`src/rtl/hdlc_deframer_if.sv`:
```
// hdlc_deframer_if
// Byte stream leaving the HDLC deframer (valid/ready handshake).
//   m_data  : assembled byte
//   m_sof   : m_data is the first byte of a frame
//   m_valid : byte available
//   m_ready : consumer accepts the byte when m_valid && m_ready
// master = producer (deframer), slave = consumer (e.g. FCS checker).
`timescale 1ns/1ps

interface hdlc_deframer_if;
    logic [7:0] m_data;
    logic       m_sof;
    logic       m_valid;
    logic       m_ready;

    modport master (output m_data, output m_sof, output m_valid, input m_ready);
    modport slave  (input m_data, input m_sof, input m_valid, output m_ready);
endinterface

```
`src/rtl/hdlc_deframer.sv`:
```
// hdlc_deframer
// Recovers HDLC frames from the serial line bit stream: detects flags,
// stuffed zeros and aborts, removes stuffing, assembles LSB-first bytes and
// delivers them over a 2-entry valid/ready FIFO, with a status pulse per frame.
// Ports:
//   clk, areset_n     : clock, asynchronous active-low reset
//   in_valid, in      : line bit strobe and line bit
//   m (master)        : byte stream {m_data, m_sof, m_valid, m_ready}
//   frame_done        : one-cycle pulse at frame close or abort
//   frame_good        : qualifies frame_done
//   frame_len         : bytes of the closed frame, held until the next frame_done
//   det_state         : one-hot flag/stuff/abort detector state (debug)
`timescale 1ns/1ps

module hdlc_deframer #(
    parameter int MIN_BYTES = 4,
    parameter int LEN_W     = 12
) (
    input  logic               clk,
    input  logic               areset_n,
    input  logic               in_valid,
    input  logic               in,
    hdlc_deframer_if.master    m,
    output logic               frame_done,
    output logic               frame_good,
    output logic [LEN_W-1:0]   frame_len,
    output logic [9:0]         det_state
);

    // S0-S4: 0-4 ones, S5: five, S6: six, S7: abort, S8: stuffed zero, S9: flag
    typedef enum logic [9:0] {
        S0 = 10'b00_0000_0001,
        S1 = 10'b00_0000_0010,
        S2 = 10'b00_0000_0100,
        S3 = 10'b00_0000_1000,
        S4 = 10'b00_0001_0000,
        S5 = 10'b00_0010_0000,
        S6 = 10'b00_0100_0000,
        S7 = 10'b00_1000_0000,
        S8 = 10'b01_0000_0000,
        S9 = 10'b10_0000_0000
    } det_t;

    typedef enum logic {HUNT, FRAME} mode_t;

    det_t             det, det_next;
    mode_t            mode;
    logic [6:0]       dl;
    logic [2:0]       dl_cnt;
    logic [6:0]       asm_sr;
    logic [2:0]       bit_cnt;
    logic [LEN_W-1:0] byte_cnt;
    logic             overflow;

    logic             is_stuff, is_flag, is_abort, is_silent;
    logic             data_bit, pop_bit, push;
    logic [7:0]       push_byte;

    logic [8:0]       fifo_mem [2];
    logic             wr_ptr, rd_ptr;
    logic [1:0]       fifo_cnt;
    logic             fifo_pop, push_ok, push_drop;

    always_comb begin
        det_next = S0;
        unique case (det)
            S0, S8, S9: det_next = in ? S1 : S0;
            S1:         det_next = in ? S2 : S0;
            S2:         det_next = in ? S3 : S0;
            S3:         det_next = in ? S4 : S0;
            S4:         det_next = in ? S5 : S0;
            S5:         det_next = in ? S6 : S8;
            S6:         det_next = in ? S7 : S9;
            S7:         det_next = in ? S7 : S0;
            default:    det_next = S0;
        endcase
    end

    assign is_stuff  = (det == S5) && !in;
    assign is_flag   = (det == S6) && !in;
    assign is_abort  = (det == S6) && in;
    assign is_silent = (det == S7) && in;

    // The 7-bit delay line holds back the bits that could turn out to be the
    // leading part of a closing flag; only bits older than that reach the
    // byte assembler.
    assign data_bit  = in_valid && (mode == FRAME) &&
                       !(is_stuff || is_flag || is_abort || is_silent);
    assign pop_bit   = data_bit && (dl_cnt == 3'd7);
    assign push      = pop_bit && (bit_cnt == 3'd7);
    assign push_byte = {dl[0], asm_sr};

    assign fifo_pop  = (fifo_cnt != 2'd0) && m.m_ready;
    assign push_ok   = push && ((fifo_cnt != 2'd2) || fifo_pop);
    assign push_drop = push && !push_ok;

    always_ff @(posedge clk or negedge areset_n) begin
        if (!areset_n) begin
            det        <= S0;
            mode       <= HUNT;
            dl         <= '0;
            dl_cnt     <= '0;
            asm_sr     <= '0;
            bit_cnt    <= '0;
            byte_cnt   <= '0;
            overflow   <= 1'b0;
            frame_done <= 1'b0;
            frame_good <= 1'b0;
            frame_len  <= '0;
        end else begin
            frame_done <= 1'b0;
            if (in_valid) begin
                det <= det_next;
                if (mode == HUNT) begin
                    if (is_flag) begin
                        mode     <= FRAME;
                        dl_cnt   <= '0;
                        bit_cnt  <= '0;
                        byte_cnt <= '0;
                        overflow <= 1'b0;
                    end
                end else if (is_flag) begin
                    // Idle or shared flags close nothing.
                    if ((byte_cnt != '0) || (bit_cnt != 3'd0)) begin
                        frame_done <= 1'b1;
                        frame_good <= (bit_cnt == 3'd0) &&
                                      (byte_cnt >= LEN_W'(MIN_BYTES)) && !overflow;
                        frame_len  <= byte_cnt;
                    end
                    dl_cnt   <= '0;
                    bit_cnt  <= '0;
                    byte_cnt <= '0;
                    overflow <= 1'b0;
                end else if (is_abort) begin
                    frame_done <= 1'b1;
                    frame_good <= 1'b0;
                    frame_len  <= byte_cnt;
                    mode       <= HUNT;
                    dl_cnt     <= '0;
                    bit_cnt    <= '0;
                    byte_cnt   <= '0;
                    overflow   <= 1'b0;
                end else if (data_bit) begin
                    dl <= {in, dl[6:1]};
                    if (dl_cnt != 3'd7) begin
                        dl_cnt <= dl_cnt + 3'd1;
                    end else begin
                        asm_sr  <= {dl[0], asm_sr[6:1]};
                        bit_cnt <= bit_cnt + 3'd1;
                        if (bit_cnt == 3'd7) begin
                            if (byte_cnt != {LEN_W{1'b1}})
                                byte_cnt <= byte_cnt + 1'b1;
                            if (push_drop)
                                overflow <= 1'b1;
                        end
                    end
                end
            end
        end
    end

    // Two-entry FIFO; a pop frees the slot for a push in the same cycle.
    always_ff @(posedge clk or negedge areset_n) begin
        if (!areset_n) begin
            fifo_mem[0] <= '0;
            fifo_mem[1] <= '0;
            wr_ptr      <= 1'b0;
            rd_ptr      <= 1'b0;
            fifo_cnt    <= '0;
        end else begin
            if (push_ok) begin
                fifo_mem[wr_ptr] <= {(byte_cnt == '0), push_byte};
                wr_ptr           <= ~wr_ptr;
            end
            if (fifo_pop)
                rd_ptr <= ~rd_ptr;
            case ({push_ok, fifo_pop})
                2'b10:   fifo_cnt <= fifo_cnt + 2'd1;
                2'b01:   fifo_cnt <= fifo_cnt - 2'd1;
                default: fifo_cnt <= fifo_cnt;
            endcase
        end
    end

    assign m.m_valid = (fifo_cnt != 2'd0);
    assign m.m_data  = fifo_mem[rd_ptr][7:0];
    assign m.m_sof   = fifo_mem[rd_ptr][8];
    assign det_state = det;

endmodule

```
`src/flat_wrapper.sv`:
```
// flat-port wrapper written by rule: the top's interface ports become plain ports
module hdlc_deframer_flat 
#(
    parameter int MIN_BYTES = 4,
    parameter int LEN_W     = 12
)
  (clk, areset_n, in_valid, in, frame_done, frame_good, frame_len, det_state, m_m_data, m_m_sof, m_m_valid, m_m_ready);
  hdlc_deframer_if m_i ();
  input  logic clk;
  input  logic areset_n;
  input  logic in_valid;
  input  logic in;
  output logic frame_done;
  output logic frame_good;
  output logic [LEN_W-1:0] frame_len;
  output logic [9:0] det_state;
  output wire logic [$bits(m_i.m_data)-1:0] m_m_data;
  output wire logic [$bits(m_i.m_sof)-1:0] m_m_sof;
  output wire logic [$bits(m_i.m_valid)-1:0] m_m_valid;
  input wire logic [$bits(m_i.m_ready)-1:0] m_m_ready;
  assign m_m_data = m_i.m_data;
  assign m_m_sof = m_i.m_sof;
  assign m_m_valid = m_i.m_valid;
  assign m_i.m_ready = m_m_ready;
  hdlc_deframer #(.MIN_BYTES(MIN_BYTES), .LEN_W(LEN_W)) u_core (.clk(clk), .areset_n(areset_n), .in_valid(in_valid), .in(in), .m(m_i), .frame_done(frame_done), .frame_good(frame_good), .frame_len(frame_len), .det_state(det_state));
endmodule
```
`config.mk`:
```
export PLATFORM = sky130hd
export DESIGN_NAME = hdlc_deframer_flat
export DESIGN_NICKNAME = d
export VERILOG_FILES = /design/src/rtl/hdlc_deframer_if.sv /design/src/rtl/hdlc_deframer.sv /design/src/flat_wrapper.sv
export SDC_FILE = /design/constraint.sdc
export NUM_CORES = 1
export LEC_CHECK = 0
export CELL_PAD_IN_SITES_DETAIL_PLACEMENT = 1
export CELL_PAD_IN_SITES_GLOBAL_PLACEMENT = 1
export CORE_ASPECT_RATIO = 0.6
export CORE_MARGIN = 4
export CORE_UTILIZATION = 46
export CTS_CLUSTER_DIAMETER = 80
export DETAILED_ROUTE_END_ITERATION = 16
export PLACE_DENSITY_LB_ADDON = 0.2
export SKIP_LAST_GASP = 1
export SLEW_MARGIN = 40
export SYNTH_ARGS = -nofsm -noshare
export SYNTH_HDL_FRONTEND = slang
export SYNTH_SLANG_ARGS = --single-unit
```
`constraint.sdc`:
```
create_clock -name clk -period 2.8 [get_ports clk]
set_clock_uncertainty 0.05 [all_clocks]
set_input_delay 0.42 -clock clk [delete_from_list [all_inputs] [get_ports clk]]
set_output_delay 0.42 -clock clk [all_outputs]
set_load 0.005 [all_outputs]
```
==> impl_metrics.toml, run 1 <==
[finish]
multi_input_area_mm2 = 0.001789
antenna_cells = 0
regArea_mm2 = 0.002003
layout-drive-gt1-share = 0.2519
nets = 397
n_fill_cell = 855
instances_no_fill = 497
fin_util = 0.5907
area_growth_pct = 21.76

[yosys]
yosysSeqAreaShare = 0.5117
synth_cell_types = 63
ys.flop_type = "dfrtp_1"
avgSynthCellArea_um2 = 11.62
netlist_instances = 337
ys_async_sr_fraction = 1.000
synth_area_leaders = "dfrtp_1 (50%), mux2_2 (14%), ha_1 (2.6%)"
synth_edf_count = 0
ys_seq_elements = 80
ys.warnings.count = 0
synth_most_common_cell = "dfrtp_1"
synth_top_area_cell = "dfrtp_1"
syn_nets = 350
ys_top_cells_by_count = "dfrtp_1 (79), mux2_2 (49), nand2_1 (26), o21ai_0 (16), a31oi_1 (11)"
synth_top_area_share = 0.5050
netlist_area_mm2 = 0.003915

[setup_path]
cp-start-kind = "register"
cp_top_family = "compound AO/OA/AOI/OAI gates"
cp_num_buf_inv = 1
worstPathArrival_ps = 2640
rrSetupSlack_ps = 340
worst-path-stages = 6
critPathMostFrequentCell = "nand4_1"
critPathMaxStageDelay_ps = 540
worst_r2r_endpoint = "u_core.byte_cnt[10]$_DFFE_PN0P_"
reg2reg_depth = 6
worstPathMaxFanout = 9
crit_path_end_kind = "register"
path_class = "reg2reg"
crit_required_ps = 2980
crit_slowest_cell = "o31ai_1"
crit_chain = "nor3_1 > nand4_1 > o31ai_1 > buf_4 > nand4_1 > a31o_2"
r2r-start = "u_core.det_state[2]$_DFFE_PN0P_"

[clocking]
ctsRootBufferMaster = "clkbuf_16"
clk_latency_ps = 340
ctsHoldBuffers = 0
cts_num_sinks = 80
post_cts_buffers = 0
cts_resized = 0
cts_made_buffers = 9
tritoncts = "yes"
h-tree-depth = 3
clk_pin_slew_ps = 60
clockBufferDepth = 2

[placed_design]
dp_cells = 481
place.gp.congestion = 0.8137
dp_hpwl_mm = 6.750
io_buffers = 38

[sta]
min_period_over_period = 0.8796
holdWs_ps = -0.6228
setup_viol = 0
tightest_slew_ps = 600.5
rsz0062_at_grt = "no"
finalCriticalPeriod_ps = 2463
hold_viol = 1
slew-limit-headroom = 0.5962
fmaxAchievable_mhz = 406.0
tns_ps = 0
slew_viol_final = 0

[pwr]
powerDensity_mw_per_mm2 = 585.4
ir_drop_mv = 0.3383
total_leakage_power_nw = 2.173

[global_routing]
antenna_found_initial = 0
groute.usage.overall = 0.2137
grt_pass1_wl_mm = 17.02
grt_overflow = 0
grt_max_degree = 41
grt_pass1_vias = 3297

[floorplanning]
core_area_mm2 = 0.008070
rows = 25
die_w_um = 127.1
start_util = 0.4851
die-area_mm2 = 0.01010
ios = 39
die_h_um = 79.46

[outcome]
violations = "hold timing"
status = "finished with violations"

[route]
ant_nets = 0
drt_wl_total_mm = 9.731
vias = 2927
remaining_drc_errors = 0
detail_route.first_pass.iterations = 4
vias_per_cell = 5.889
wire_per_inst_um = 19.58
drt_iter0_markers = 162

[worst_hold_path]
hold_class = "in2async"

[flow_run]
cap_violations = 0
[routing by layer]
| metal | track usage | wire length [um] |
|---|---|---|
| met1 | 0.2896 | 4585 |
| met2 | 0.3449 | 4592 |
| met3 | 0.04947 | 399 |
| met4 | 0.06317 | 153 |
| met5 | 0 | 0 |
[worst max-delay path by stage]
stage	endpoint	slack, ps	start
after CTS	u_core.byte_cnt[10]$_DFFE_PN0P_	340	u_core.det_state[8]$_DFFE_PN0P_
after detailed placement	u_core.fifo_cnt[1]$_DFFE_PN0P_	240	in
after global routing	u_core.byte_cnt[10]$_DFFE_PN0P_	110	u_core.det_state[2]$_DFFE_PN0P_
after global placement	u_core.asm_sr[1]$_DFFE_PN0P_	360	in
final	u_core.byte_cnt[10]$_DFFE_PN0P_	340	u_core.det_state[2]$_DFFE_PN0P_
after floorplan	u_core.fifo_mem[0]$_DFFE_PN0P_	650	u_core.det_state[1]$_DFFE_PN0P_
[cells by family (layout without fill, tap and decap cells)]
family,Yosys count,in the layout,synth area share
adders and majority gates,8,8,0.02557
AOI/OAI and AO/OA,74,74,0.1403
buffers and inverters,26,78,0.03132
xor gates and xnor gates,8,8,0.01790
DFF,80,80,0.5117
and+or+nand+nor,91,91,0.1298
muxes,50,50,0.1435
[worst reg2reg max path: stages (launching register included)]
cell and delay (ps):
dfrtp_1 460, nor3_1 470, nand4_1 200, o31ai_1 540, buf_4 290, nand4_1 100
a31o_2 240
[area by class of cell]
class / count / area share
clock buffer: 12 / 0.05591
sequential: 80 / 0.4202
multi-input combinational: 231 / 0.3753
timing repair buffer: 53 / 0.1029
tap: 108 / 0.02835
inverter: 9 / 0.007087
clock inverter: 4 / 0.01024
[registers in the layout, summed over array words and instances (netlist names), named ones only]
register,count
u_core.byte_cnt,12
u_core.fifo_mem,18
u_core.rd_ptr,1
u_core.frame_len,12
u_core.bit_cnt,3
u_core.frame_done,1
u_core.det_state,10
u_core.wr_ptr,1
u_core.frame_good,1
u_core.fifo_cnt,2
u_core.dl_cnt,3
u_core.overflow,1
u_core.asm_sr,7
u_core.dl,7
[placed cells by master (no fill, tap or decap), types with 3 or more instances in the layout]
cell / count
a211oi_1: 3
a22o_1: 4
a31o_2: 3
a31oi_1: 11
buf_4: 16
clkbuf_16: 9
clkbuf_8: 3
clkdlybuf4s50_1: 37
dfrtp_1: 79
ha_1: 8
inv_1: 9
mux2_2: 49
nand2_1: 26
nand3_1: 7
nand4_1: 7
nor2_1: 8
nor2b_1: 3
nor3_1: 8
nor3b_1: 3
nor4_1: 4
o211ai_1: 5
o21ai_0: 16
o21ai_1: 3
o2bb2ai_1: 5
o31ai_1: 3
or3_1: 4
xnor2_1: 5
xor2_1: 3
[where the power goes]
part           internal (mW)  switching, mW
Sequential              1.21         0.0793
Clock                  0.763          0.461
Combinational          0.149          0.132
[through the flow]
| stage | total power [mW] | cell area (um2) | setup slack (ps) | hold slack, ps |
|---|---|---|---|---|
| 2_1_floorplan | 1.457 | 3915 | 654.0 | 74.41 |
| 3_3_place_gp | 1.568 | 4452 | 358.7 | 369.8 |
| 3_5_place_dp | 1.589 | 4452 | 240.3 | 374.7 |
| 4_1_cts | 2.821 | 4767 | 338.4 | 14.69 |
| 5_1_grt | 2.919 | 4767 | 109.3 | 32.06 |
| 6_report | 2.791 | 4767 | 337.2 | -0.6228 |
Note: power is estimated with default switching activity, not from simulation.
==> inputs of run 2 (changes only) <==
Settings changed: CELL_PAD_IN_SITES_DETAIL_PLACEMENT 1 to 0.
==> run 2 against run 1 <==
Effect of this change: total power down 0.10%; wire length down 13%; the flow now finishes without violations; sequential power about the same; first-iteration DRC count up 2.5%; highest routed layer unchanged; via count down 3.1%; sequential cell count unchanged; largest power group unchanged; cell area about the same; setup slack better by 88 ps; count of clock-buffer cells in the layout down 2; global-route usage down 3.0 points; maximum frequency up 3.7%.
==> impl_metrics.toml, run 2 (same netlist as run 1, synthesis figures left out) <==
[finish]
largestRegisters = "u_core.fifo_mem x18, u_core.byte_cnt x12, u_core.frame_len x12"
antenna_cells = 0
layout-drive-gt1-share = 0.2494
final_cell_mix = "dfrtp_1 (79), mux2_2 (49), clkdlybuf4s50_1 (37)"
final_common_cell = "dfrtp_1"
nets = 397
area_growth_pct = 21.70
largest_reg_flops = 18
top_register = "u_core.fifo_mem"

[placed_design]
place.gp.congestion = 0.8137
dp_hpwl_mm = 5.987
place_ws_ps = 259.7
io_buffers = 38

[sta]
fmaxAchievable_mhz = 421.1
worst_slack_ps = 425.4
slew-limit-headroom = 0.6219
slew_viol_final = 0
setup_viol = 0
finalCriticalPeriod_ps = 2375
hold_viol = 0
rsz0062_at_grt = "no"
tns_ps = 0
min_period_over_period = 0.8481
tightest_slew_ps = 565.0

[floorplanning]
rows = 25
core_area_mm2 = 0.008070
die-area_mm2 = 0.01010
die_h_um = 79.46
die_w_um = 127.1
start_util = 0.4851
ios = 39

[setup_path]
crit_path_end_kind = "register"
crit_chain = "nor3_1 > nand4_1 > o31ai_1 > buf_4 > nand4_1 > a31o_2"
worstPathArrival_ps = 2550
cp_num_buf_inv = 1
cp-start-kind = "register"
critPathMostFrequentCell = "nand4_1"
critPathMaxStageDelay_ps = 460
crit_required_ps = 2980
reg2reg_depth = 6
path_class = "reg2reg"
cp_top_family = "simple AND/OR/NAND/NOR gates"
worst-path-stages = 6
startpoint = "u_core.det_state[2]$_DFFE_PN0P_"
r2r-start = "u_core.det_state[2]$_DFFE_PN0P_"
crit_slowest_cell = "dfrtp_1"
worstPathMaxFanout = 9

[global_routing]
grt_pass1_wl_mm = 14.60
grt_overflow = 0
antenna_found_initial = 0
grt_pass1_vias = 2937
grt_max_degree = 41
groute.usage.overall = 0.1833

[clocking]
h-tree-depth = 3
cts_resized = 0
tritoncts = "yes"
clk_latency_ps = 340
post_cts_buffers = 0
clockBufferDepth = 2
cts_num_sinks = 80
clk_pin_slew_ps = 60
ctsHoldBuffers = 0
ctsRootBufferMaster = "clkbuf_16"
cts_made_buffers = 9

[route]
wire_per_inst_um = 16.98
ant_nets = 0
drt_wl_total_mm = 8.438
remaining_drc_errors = 0
vias_per_cell = 5.708
vias = 2837
detail_route.first_pass.iterations = 5
drt_iter0_markers = 166

[worst_hold_path]
hold_class = "in2async"

[pwr]
total_leakage_power_nw = 2.171
ir_drop_mv = 0.3468
powerDensity_mw_per_mm2 = 585.1

[flow_run]
cap_violations = 0

[outcome]
status = "finished, final reports clean"
## run 2: cell types whose count changed in the layout (fill, tap and decap cells not counted)
cell	delta
clkinv_4	+1
bufinv_16	+1
clkinv_2	+1
inv_6	-1
clkbuf_8	-3
clkbuf_1	+1
## run 2: final timing paths
kind                                                    to  slack, ps
max                        u_core.byte_cnt[10]$_DFFE_PN0P_        430
min                         u_core.byte_cnt[0]$_DFFE_PN0P_          1
max reg2reg                u_core.byte_cnt[10]$_DFFE_PN0P_        430
min reg2reg                u_core.frame_len[1]$_DFFE_PN0P_        420
max in group asynchronous  u_core.det_state[0]$_DFFE_PN1P_       1990
min in group clk           u_core.frame_len[1]$_DFFE_PN0P_        420
## run 2: routing by layer
layer | vias up | routed length [um] | track usage
li1 | 1356 | - | -
met1 | 1424 | 4264 | 0.2566
met2 | 51 | 3764 | 0.2758
met3 | 6 | 348 | 0.05481
met4 | 0 | 61 | 0.05460
met5 | - | 0 | 0
## run 2: layout make-up
cell class,count,area [um2]
Sequential cell,80,2003
Timing Repair Buffer,53,490.5
Clock inverter,6,83.83
Inverter,9,33.78
Fill cell,688,3306
Clock buffer,10,229.0
Tap cell,108,135.1
Multi-Input combinational cell,231,1789
## run 2: power by group
part           internal [mW]  switching, mW  leakage, nW
sequential              1.20         0.0723         1.08
clock                  0.777          0.459        0.156
combinational          0.149          0.125        0.938
total                   2.13          0.657         2.17
## run 2: through the flow
| stage | hold WS [ps] | std cells | total power [mW] | area (um2) | utilization |
|---|---|---|---|---|---|
| global placement | 369.8 | 481 | 1.568 | 4452 | 0.5516 |
| floorplan | 74.41 | 337 | 1.457 | 3915 | - |
| finish | 1.347 | 497 | 2.788 | 4765 | 0.5904 |
| detailed placement | 378.6 | 481 | 1.574 | 4452 | 0.5516 |
| global route | 34.87 | 497 | 2.916 | 4765 | 0.5904 |
| CTS | 18.69 | 497 | 2.819 | 4765 | 0.5904 |
==> inputs of run 3 (changes only) <==
Clock period 2.8 ns to 2.3 ns, I/O delays scaled along.
==> run 3 against run 2 <==
Effect of this change: the flow now finishes with violations (hold timing); sequential power increased by 21%; worst hold slack lost 11 ps; maximum frequency up 11%; highest routed layer unchanged.
==> impl_metrics.toml, run 3 (same netlist as run 1, synthesis figures left out) <==
[outcome]
status = "finished with violations"
violations = "hold timing"

[global_routing]
antenna_found_initial = 0
grt_pass1_vias = 3026
grt_max_degree = 51
grt_overflow = 0
grt_pass1_wl_mm = 15.26
groute.usage.overall = 0.1912

[setup_path]
startpoint = "u_core.det_state[8]$_DFFE_PN0P_"
rrSetupSlack_ps = 170
crit_required_ps = 2470
worstPathArrival_ps = 2300
path_class = "reg2reg"
crit_chain = "buf_4 > nor3_1 > buf_4 > nand4_1 > o31ai_1 > buf_4 > o21ai_1 > mux2_2"
cp_top_family = "buffers and inverters"
worstPathMaxFanout = 11
cp-start-kind = "register"
critPathMaxStageDelay_ps = 370
crit_slowest_cell = "dfrtp_1"
cp_num_buf_inv = 3
r2r-start = "u_core.det_state[8]$_DFFE_PN0P_"
critPathMostFrequentCell = "buf_4"
crit_path_end_kind = "register"

[clocking]
tritoncts = "yes"
cts_num_sinks = 80
clk_latency_ps = 340
ctsHoldBuffers = 0
h-tree-depth = 3
ctsRootBufferMaster = "clkbuf_16"
cts_made_buffers = 9
clk_pin_slew_ps = 50
clockBufferDepth = 2

[pwr]
powerDensity_mw_per_mm2 = 685.2
ir_drop_mv = 0.4577
total_leakage_power_nw = 2.295

[finish]
multi_input_area_mm2 = 0.001794
n_fill_cell = 663
top_register = "u_core.fifo_mem"
largest_reg_flops = 18
area_growth_pct = 27.13
final_area_mm2 = 0.004977
fin_util = 0.6167
largestRegisters = "u_core.fifo_mem x18, u_core.byte_cnt x12, u_core.frame_len x12"
antenna_cells = 0
regArea_mm2 = 0.002004
layout-drive-gt1-share = 0.2910
final_cell_mix = "dfrtp_1 (78), mux2_2 (49), clkdlybuf4s50_1 (37)"
nets = 417
final_common_cell = "dfrtp_1"

[sta]
tns_ps = 0
holdWs_ps = -9.256
fmaxAchievable_mhz = 468.5
slew_viol_final = 0
finalCriticalPeriod_ps = 2135
slew-limit-headroom = 0.5735
tightest_slew_ps = 639.7
setup_viol = 0
rsz0062_at_grt = "no"
min_period_over_period = 0.9281
hold_viol = 18

[route]
wire_per_inst_um = 16.81
detail_route.first_pass.iterations = 4
vias = 2907
ant_nets = 0
drt_iter0_markers = 162
remaining_drc_errors = 0
drt_wl_total_mm = 8.690
vias_per_cell = 5.623

[flow_run]
cap_violations = 0

[floorplanning]
die_h_um = 79.46
die-area_mm2 = 0.01010
core_area_mm2 = 0.008070
ios = 39
rows = 25
die_w_um = 127.1
start_util = 0.4851

[placed_design]
dpl_cell_area_mm2 = 0.004652
io_buffers = 38
dp_hpwl_mm = 6.282
place.gp.congestion = 0.8045

[worst_hold_path]
hold_class = "in2async"
## run 3: area by class of cell
type                       instances  share of cell area
clock inverter                     2            0.007039
timing repair buffer              73              0.1388
inverter                           9            0.006787
multi-input combinational        231              0.3605
tap                              108             0.02715
sequential                        80              0.4027
clock buffer                      14             0.05706
## run 3: through the flow
step           power [mW]  setup slack [ps]  instances
2_1_floorplan       1.773             154.0        337
4_1_cts             3.451             41.38        517
6_report            3.410             165.5        517
3_3_place_gp        1.931            -92.32        501
5_1_grt             3.557             6.855        517
3_5_place_dp        1.940            -143.6        501
## run 3: where the power goes
group,switching (mW),internal [mW]
clock,0.539,0.957
combinational,0.166,0.199
sequential,0.0792,1.47
total,0.785,2.63
## run 3: path summary, 6_finish.rpt
kind                                                    to  cells after the start
setup / recovery              u_core.dl_cnt[0]$_DFFE_PN0P_                      8
hold / removal             u_core.frame_len[0]$_DFFE_PN0P_                      1
setup reg to reg              u_core.dl_cnt[0]$_DFFE_PN0P_                      8
hold reg to reg            u_core.frame_len[0]$_DFFE_PN0P_                      2
max in group asynchronous  u_core.det_state[0]$_DFFE_PN1P_                      2
min in group clk           u_core.frame_len[0]$_DFFE_PN0P_                      2
## run 3: per-layer routing
| metal | vias up | part of all wire | GRT usage | wire [um] |
|---|---|---|---|---|
| met5 | - | 0 | 0 | 0 |
| met4 | 0 | 0.012 | 0.06210 | 105 |
| met3 | 13 | 0.040 | 0.05281 | 348 |
| met2 | 49 | 0.44 | 0.2832 | 3829 |
| met1 | 1452 | 0.51 | 0.2718 | 4407 |
| li1 | 1393 | - | - | - |
## run 3: timing repair
item | CTS | global route
endpoints found under the setup margin | 0 | 16
gates resized for setup | 0 | 2
setup buffers | 0 | 0
